===== config.mk =====
export PLATFORM = sky130hd
export DESIGN_NAME = control_sequencer
export DESIGN_NICKNAME = d
export VERILOG_FILES = /design/src/rtl/control_sequencer.sv
export SDC_FILE = /design/constraint.sdc
export NUM_CORES = 1
export LEC_CHECK = 0
export BUFFER_PORTS_ARGS = -buffer_cell sky130_fd_sc_hd__buf_2
export CAP_MARGIN = 20
export CORE_MARGIN = 1
export CORE_UTILIZATION = 50
export CTS_CLUSTER_SIZE = 25
export DETAILED_ROUTE_END_ITERATION = 8
export PLACE_DENSITY = 0.82
export SLEW_MARGIN = 15
export SYNTH_ARGS = -nofsm -noshare
export SYNTH_HDL_FRONTEND = slang
export SYNTH_SLANG_ARGS = --single-unit

===== constraint.sdc =====
create_clock -name i_clock -period 3.2 [get_ports i_clock]
set_clock_uncertainty 0.2 [all_clocks]
set_input_delay 0 -clock i_clock [delete_from_list [all_inputs] [get_ports i_clock]]
set_output_delay 0 -clock i_clock [all_outputs]
set_load 0.05 [all_outputs]

===== src/rtl/control_sequencer.sv =====
// control_sequencer: one-hot T-step generator with memory-wait stalls,
// early instruction end, stop-at-boundary halt and restart.
// Latency: all outputs registered; IDLE/HALT -> T0 one cycle after run is sampled.
// Backpressure: mem_read without mem_done holds the current step (WAIT_MEM).
// Optional feature macro: SEQ_MEM_TIMEOUT_EN (bounded memory wait, sticky flag).
//
// Ports:
//   i_clock        clock, all state changes on posedge
//   i_clear        asynchronous active-low reset (back to IDLE)
//   i_run          start from IDLE / resume from HALT (level)
//   i_stop         request halt at the next instruction boundary (level)
//   i_end_instr    current step is the last of this instruction
//   i_mem_read     current step issues a memory read
//   i_mem_done     memory read data valid this cycle
//   o_step         one-hot current T-step, zero when not running
//   o_step_num     binary index of current step
//   o_busy         RUN or WAIT_MEM
//   o_halted       HALT
//   o_instr_done   one-cycle pulse after an instruction's final step
//   o_mem_timeout  sticky memory-timeout flag (0 without SEQ_MEM_TIMEOUT_EN)
module control_sequencer #(
  parameter  int STEPS   = 8,
  parameter  int TIMEOUT = 16,
  localparam int SW      = $clog2(STEPS)
) (
  input  logic             i_clock,
  input  logic             i_clear,
  input  logic             i_run,
  input  logic             i_stop,
  input  logic             i_end_instr,
  input  logic             i_mem_read,
  input  logic             i_mem_done,
  output logic [STEPS-1:0] o_step,
  output logic [SW-1:0]    o_step_num,
  output logic             o_busy,
  output logic             o_halted,
  output logic             o_instr_done,
  output logic             o_mem_timeout
);

  localparam logic [1:0] ST_IDLE = 2'd0;
  localparam logic [1:0] ST_RUN  = 2'd1;
  localparam logic [1:0] ST_WAIT = 2'd2;
  localparam logic [1:0] ST_HALT = 2'd3;

  localparam logic [STEPS-1:0] STEP_T0 = {{(STEPS-1){1'b0}}, 1'b1};

  if (STEPS < 2 || STEPS > 16 || TIMEOUT < 1) begin : g_bad_cfg
    $error("control_sequencer: STEPS must be 2..16 and TIMEOUT >= 1");
  end

  logic [1:0]       r_state;
  logic [1:0]       w_nxt_state;
  logic [SW-1:0]    r_step_num;
  logic [SW-1:0]    w_nxt_num;
  logic [STEPS-1:0] r_step;
  logic             r_stop_lat;
  logic             w_nxt_stop;
  logic             r_busy;
  logic             r_halted;
  logic             r_instr_done;
  logic             w_nxt_done;
  logic             w_complete;
  logic             w_boundary;
  logic             w_stop_eff;
  logic             w_nxt_active;

  // A step completes when no read is pending or the read returns this cycle.
  assign w_complete = ((r_state == ST_RUN) && (!i_mem_read || i_mem_done)) ||
                      ((r_state == ST_WAIT) && i_mem_done);
  // end_instr only matters on the cycle the step actually completes.
  assign w_boundary = w_complete &&
                      (i_end_instr || (r_step_num == SW'(STEPS - 1)));
  // A stop arriving on the boundary cycle itself is honoured too.
  assign w_stop_eff = r_stop_lat || i_stop;

`ifdef SEQ_MEM_TIMEOUT_EN
  localparam int CW = $clog2(TIMEOUT + 1);
  logic [CW-1:0] r_wait_cnt;
  logic [CW-1:0] w_nxt_cnt;
  logic          r_mem_to;
  logic          w_timeout;

  // Fires on the TIMEOUT-th WAIT_MEM cycle that sees no mem_done.
  assign w_timeout = (r_state == ST_WAIT) && !i_mem_done &&
                     (r_wait_cnt == CW'(TIMEOUT - 1));
  assign w_nxt_cnt = ((r_state == ST_WAIT) && !w_timeout && !i_mem_done) ?
                     r_wait_cnt + 1'b1 : '0;

  always_ff @(posedge i_clock or negedge i_clear) begin
    if (!i_clear) begin
      r_wait_cnt <= '0;
      r_mem_to   <= 1'b0;
    end else begin
      r_wait_cnt <= w_nxt_cnt;
      if (w_timeout) r_mem_to <= 1'b1;
    end
  end

  assign o_mem_timeout = r_mem_to;
`else
  assign o_mem_timeout = 1'b0;
`endif

  always_comb begin
    w_nxt_state = r_state;
    w_nxt_num   = r_step_num;
    w_nxt_stop  = r_stop_lat;
    w_nxt_done  = 1'b0;
    case (r_state)
      ST_IDLE: begin
        if (i_run) begin
          w_nxt_state = ST_RUN;
          w_nxt_num   = '0;
        end
      end
      ST_RUN, ST_WAIT: begin
        w_nxt_stop = r_stop_lat || i_stop;
        if (w_boundary) begin
          w_nxt_done  = 1'b1;
          w_nxt_num   = '0;
          w_nxt_stop  = 1'b0;
          w_nxt_state = w_stop_eff ? ST_HALT : ST_RUN;
        end else if (w_complete) begin
          w_nxt_num   = r_step_num + 1'b1;
          w_nxt_state = ST_RUN;
        end else if (r_state == ST_RUN) begin
          w_nxt_state = ST_WAIT;
        end
`ifdef SEQ_MEM_TIMEOUT_EN
        // Abandoned instruction: no instr_done, pending stop is moot.
        if (w_timeout) begin
          w_nxt_state = ST_HALT;
          w_nxt_num   = '0;
          w_nxt_stop  = 1'b0;
        end
`endif
      end
      default: begin // ST_HALT
        if (i_run && !i_stop) begin
          w_nxt_state = ST_RUN;
          w_nxt_num   = '0;
        end
      end
    endcase
  end

  assign w_nxt_active = (w_nxt_state == ST_RUN) || (w_nxt_state == ST_WAIT);

  always_ff @(posedge i_clock or negedge i_clear) begin
    if (!i_clear) begin
      r_state      <= ST_IDLE;
      r_step_num   <= '0;
      r_step       <= '0;
      r_stop_lat   <= 1'b0;
      r_busy       <= 1'b0;
      r_halted     <= 1'b0;
      r_instr_done <= 1'b0;
    end else begin
      r_state      <= w_nxt_state;
      r_step_num   <= w_nxt_num;
      r_step       <= w_nxt_active ? (STEP_T0 << w_nxt_num) : '0;
      r_stop_lat   <= w_nxt_stop;
      r_busy       <= w_nxt_active;
      r_halted     <= (w_nxt_state == ST_HALT);
      r_instr_done <= w_nxt_done;
    end
  end

  assign o_step       = r_step;
  assign o_step_num   = r_step_num;
  assign o_busy       = r_busy;
  assign o_halted     = r_halted;
  assign o_instr_done = r_instr_done;

endmodule

==> impl_metrics.toml <==
[critical_path]
critPathKind = "reg -> reg"
worst_setup_path_start_kind = "flop"
required_ps = 3160
worstSetupEndpointType = "flop"
crit_arrival_ps = 2740
critPathMaxFanout = 9

[pwr]
switching_share_pct = 45.4
intPower_mw = 0.536
power_frac_seq_pct = 30.3
leakage_nw = 0.567
report.power.total_mw = 0.982
power_frac_clock_pct = 10.9
p_switching_mw = 0.446
p_per_area_nw_per_um2 = 916
ir_worst_vdd_v = 0.000505
combPwrFrac_pct = 58.8

[timing]
finalSetupTns_ps = 0
report.final.slew_viol_count = 0
period_share_pct = 87.0
min_period_ps = 2780
max_freq_mhz = 359
worstMarginPinSlew_ps = 716
max_slew_margin_pct = 52.1
hold_violations = 0
rsz0062_at_grt = "no"
setup_violations = 0
fin_hold_ws_ps = 64.0

[die]
std_cell_rows = 14
ioPinCount = 22
dieArea_um2 = 1870
dieWidth_um = 43.3
initial_core_util_pct = 55.2
core-area_um2 = 1540
die_h_um = 43.3

[detailed_routing]
drt_iter0_markers = 4
wl_per_cell_um = 13.5
viasPerCell = 5.16
drc = 0
num_vias = 578
drtAntennaViolNets = 0
wl_um = 1510
first_pass_iters = 2

[finish]
syn2layout_area_growth_pct = 25.9
fin_area_um2 = 1070
fin_nets = 111
seqCellArea_um2 = 425
multiInputGateArea_um2 = 395
layout-drive-gt1-share_pct = 39.6
n_fill_cell = 111
final_util_pct = 69.5
n_antenna_cell = 0

[global_routing]
overflow = 0
grt_max_degree = 18
grt_pass1_vias = 615
grt_pass1_wl_um = 2660
antenna_found_initial = 0
track_usage_pct = 20.2

[synthesis]
syn_nets = 79
synth.area.top_cells = "dfrtp_1 50%, ha_1 10%, a32oi_4 6.5%, nor4b_2 5.3%, nor2_1 3.1%"
async_flop_share_pct = 100
synth_cells = 65
yosys.area.top_type = "dfrtp_1"
synth_edf_count = 0
ys_top_cells_by_count = "17 x dfrtp_1, 7 x ha_1, 7 x nor2_1"
syn_area_um2 = 851
synth.top_cell.area_share_pct = 50.0
synth_most_common_cell = "dfrtp_1"
synth.avg_cell_area_um2 = 13.1
synth_seq_cells = 17
ys_types = 23
synth_seq_area_share_pct = 50.0
ys_warn_count = 0
ys.flop_type = "dfrtp_1"

[clocking]
htree_num_levels = 1
cts_sinks = 17
clockBufferDepth = 2
cts_tree = "built"
clock_latency_ps = 280
root_buffer = "clkbuf_4"
cts.repair.resized = 0
cts.reportedPaths.clkPinSlew_ps = 90
cts_buffers = 3

[placement]
gp_congestion = 0.893
portBuffers = 20
place_area_um2 = 963
dp_hpwl_um = 1170

[run]
maxCapViolCount = 0

[status]
run_status = "complete, no violations"

[hold_path]
min_path_type = "in -> reg"
## per-layer routing
| metal | GRT usage [%] | vias up | part of all wire, % |
|---|---|---|---|
| met5 | 0 | - | 0 |
| li1 | - | 292 | - |
| met4 | 9.09 | 0 | 0.99 |
| met3 | 6.38 | 2 | 2.8 |
| met1 | 22.3 | 274 | 40 |
| met2 | 34.9 | 10 | 56 |
## critical path: stages (launching register included)
cell and delay, ps:
dfrtp_1 410, inv_1 110, ha_1 180, a21oi_2 80, a21oi_4 200, dlygate4sd3_1 590, nand2_1 70, a22oi_1 270
ha_1 350, nor4b_2 190
## logic make-up (layout without fill, tap and decap cells)
| kind of cell | count (synthesis) | in the layout | share of synthesized area [%] |
|---|---|---|---|
| simple gates | 21 | 21 | 17.8 |
| flops | 17 | 17 | 50.0 |
| compound gates | 12 | 12 | 17.9 |
| fa+ha+maj | 7 | 7 | 10.3 |
| buf+inv | 7 | 38 | 3.53 |
| other cells | 1 | 1 | 0.441 |
## power groups by stage
stage               clock network (mW)  registers [mW]  logic, mW
finish                           0.107           0.297      0.577
global route                     0.122           0.305      0.633
floorplan                            0           0.408      0.340
detailed placement                   0           0.302      0.554
CTS                              0.114           0.298      0.584
global placement                     0           0.298      0.538
## area by class of cell
type | instances | share of cell area [%]
tap | 16 | 1.87
clock buffer | 3 | 2.10
multi-input combinational | 41 | 36.9
sequential | 17 | 39.7
timing repair buffer | 28 | 16.8
inverter | 6 | 2.10
clock inverter | 1 | 0.467
## through the flow
stage               instances  setup slack, ps
finish                    112              416
floorplan                  65              609
detailed placement        100              648
CTS                       112              391
global placement          100              786
global route              112              229
## sequential cells by signal, summed over array words and instances, names as in the netlist
name	cells
o_instr_done	1
r_stop_lat	1
o_halted	1
r_state	2
o_step	8
o_busy	1
o_step_num	3
## repair_timing
| item | 4_1_cts | 5_1_grt |
|---|---|---|
| buffers inserted | 0 | 0 |
| endpoints found under the hold margin | 21 | 0 |
| hold buffers | 8 | 0 |
## worst paths after layout
check                      slack (ps)  cells past startpoint             to   startpoint
max in group asynchronous        1720                      3  o_step_num[2]      i_clear
min in group asynchronous         620                      3   o_instr_done      i_clear
max reg2reg                       420                      9      o_step[5]   r_state[0]
min                                60                      4  o_step_num[0]  i_end_instr
max                               420                      9      o_step[5]   r_state[0]
min reg2reg                       430                      2     r_state[1]   r_state[1]
## cells in the final DEF (no fill, tap or decap), types with 2 or more instances in the layout
master and instances:
a21oi_1 2, a32oi_4 2, and4_1 3, buf_2 20, clkbuf_4 3, dfrtp_1 17, dlygate4sd3_1 8, ha_1 7
inv_1 4, inv_2 2, nand2_1 3, nor2_1 7, nor4b_2 3, o21ai_0 3
(Power assumes the default switching activity.)
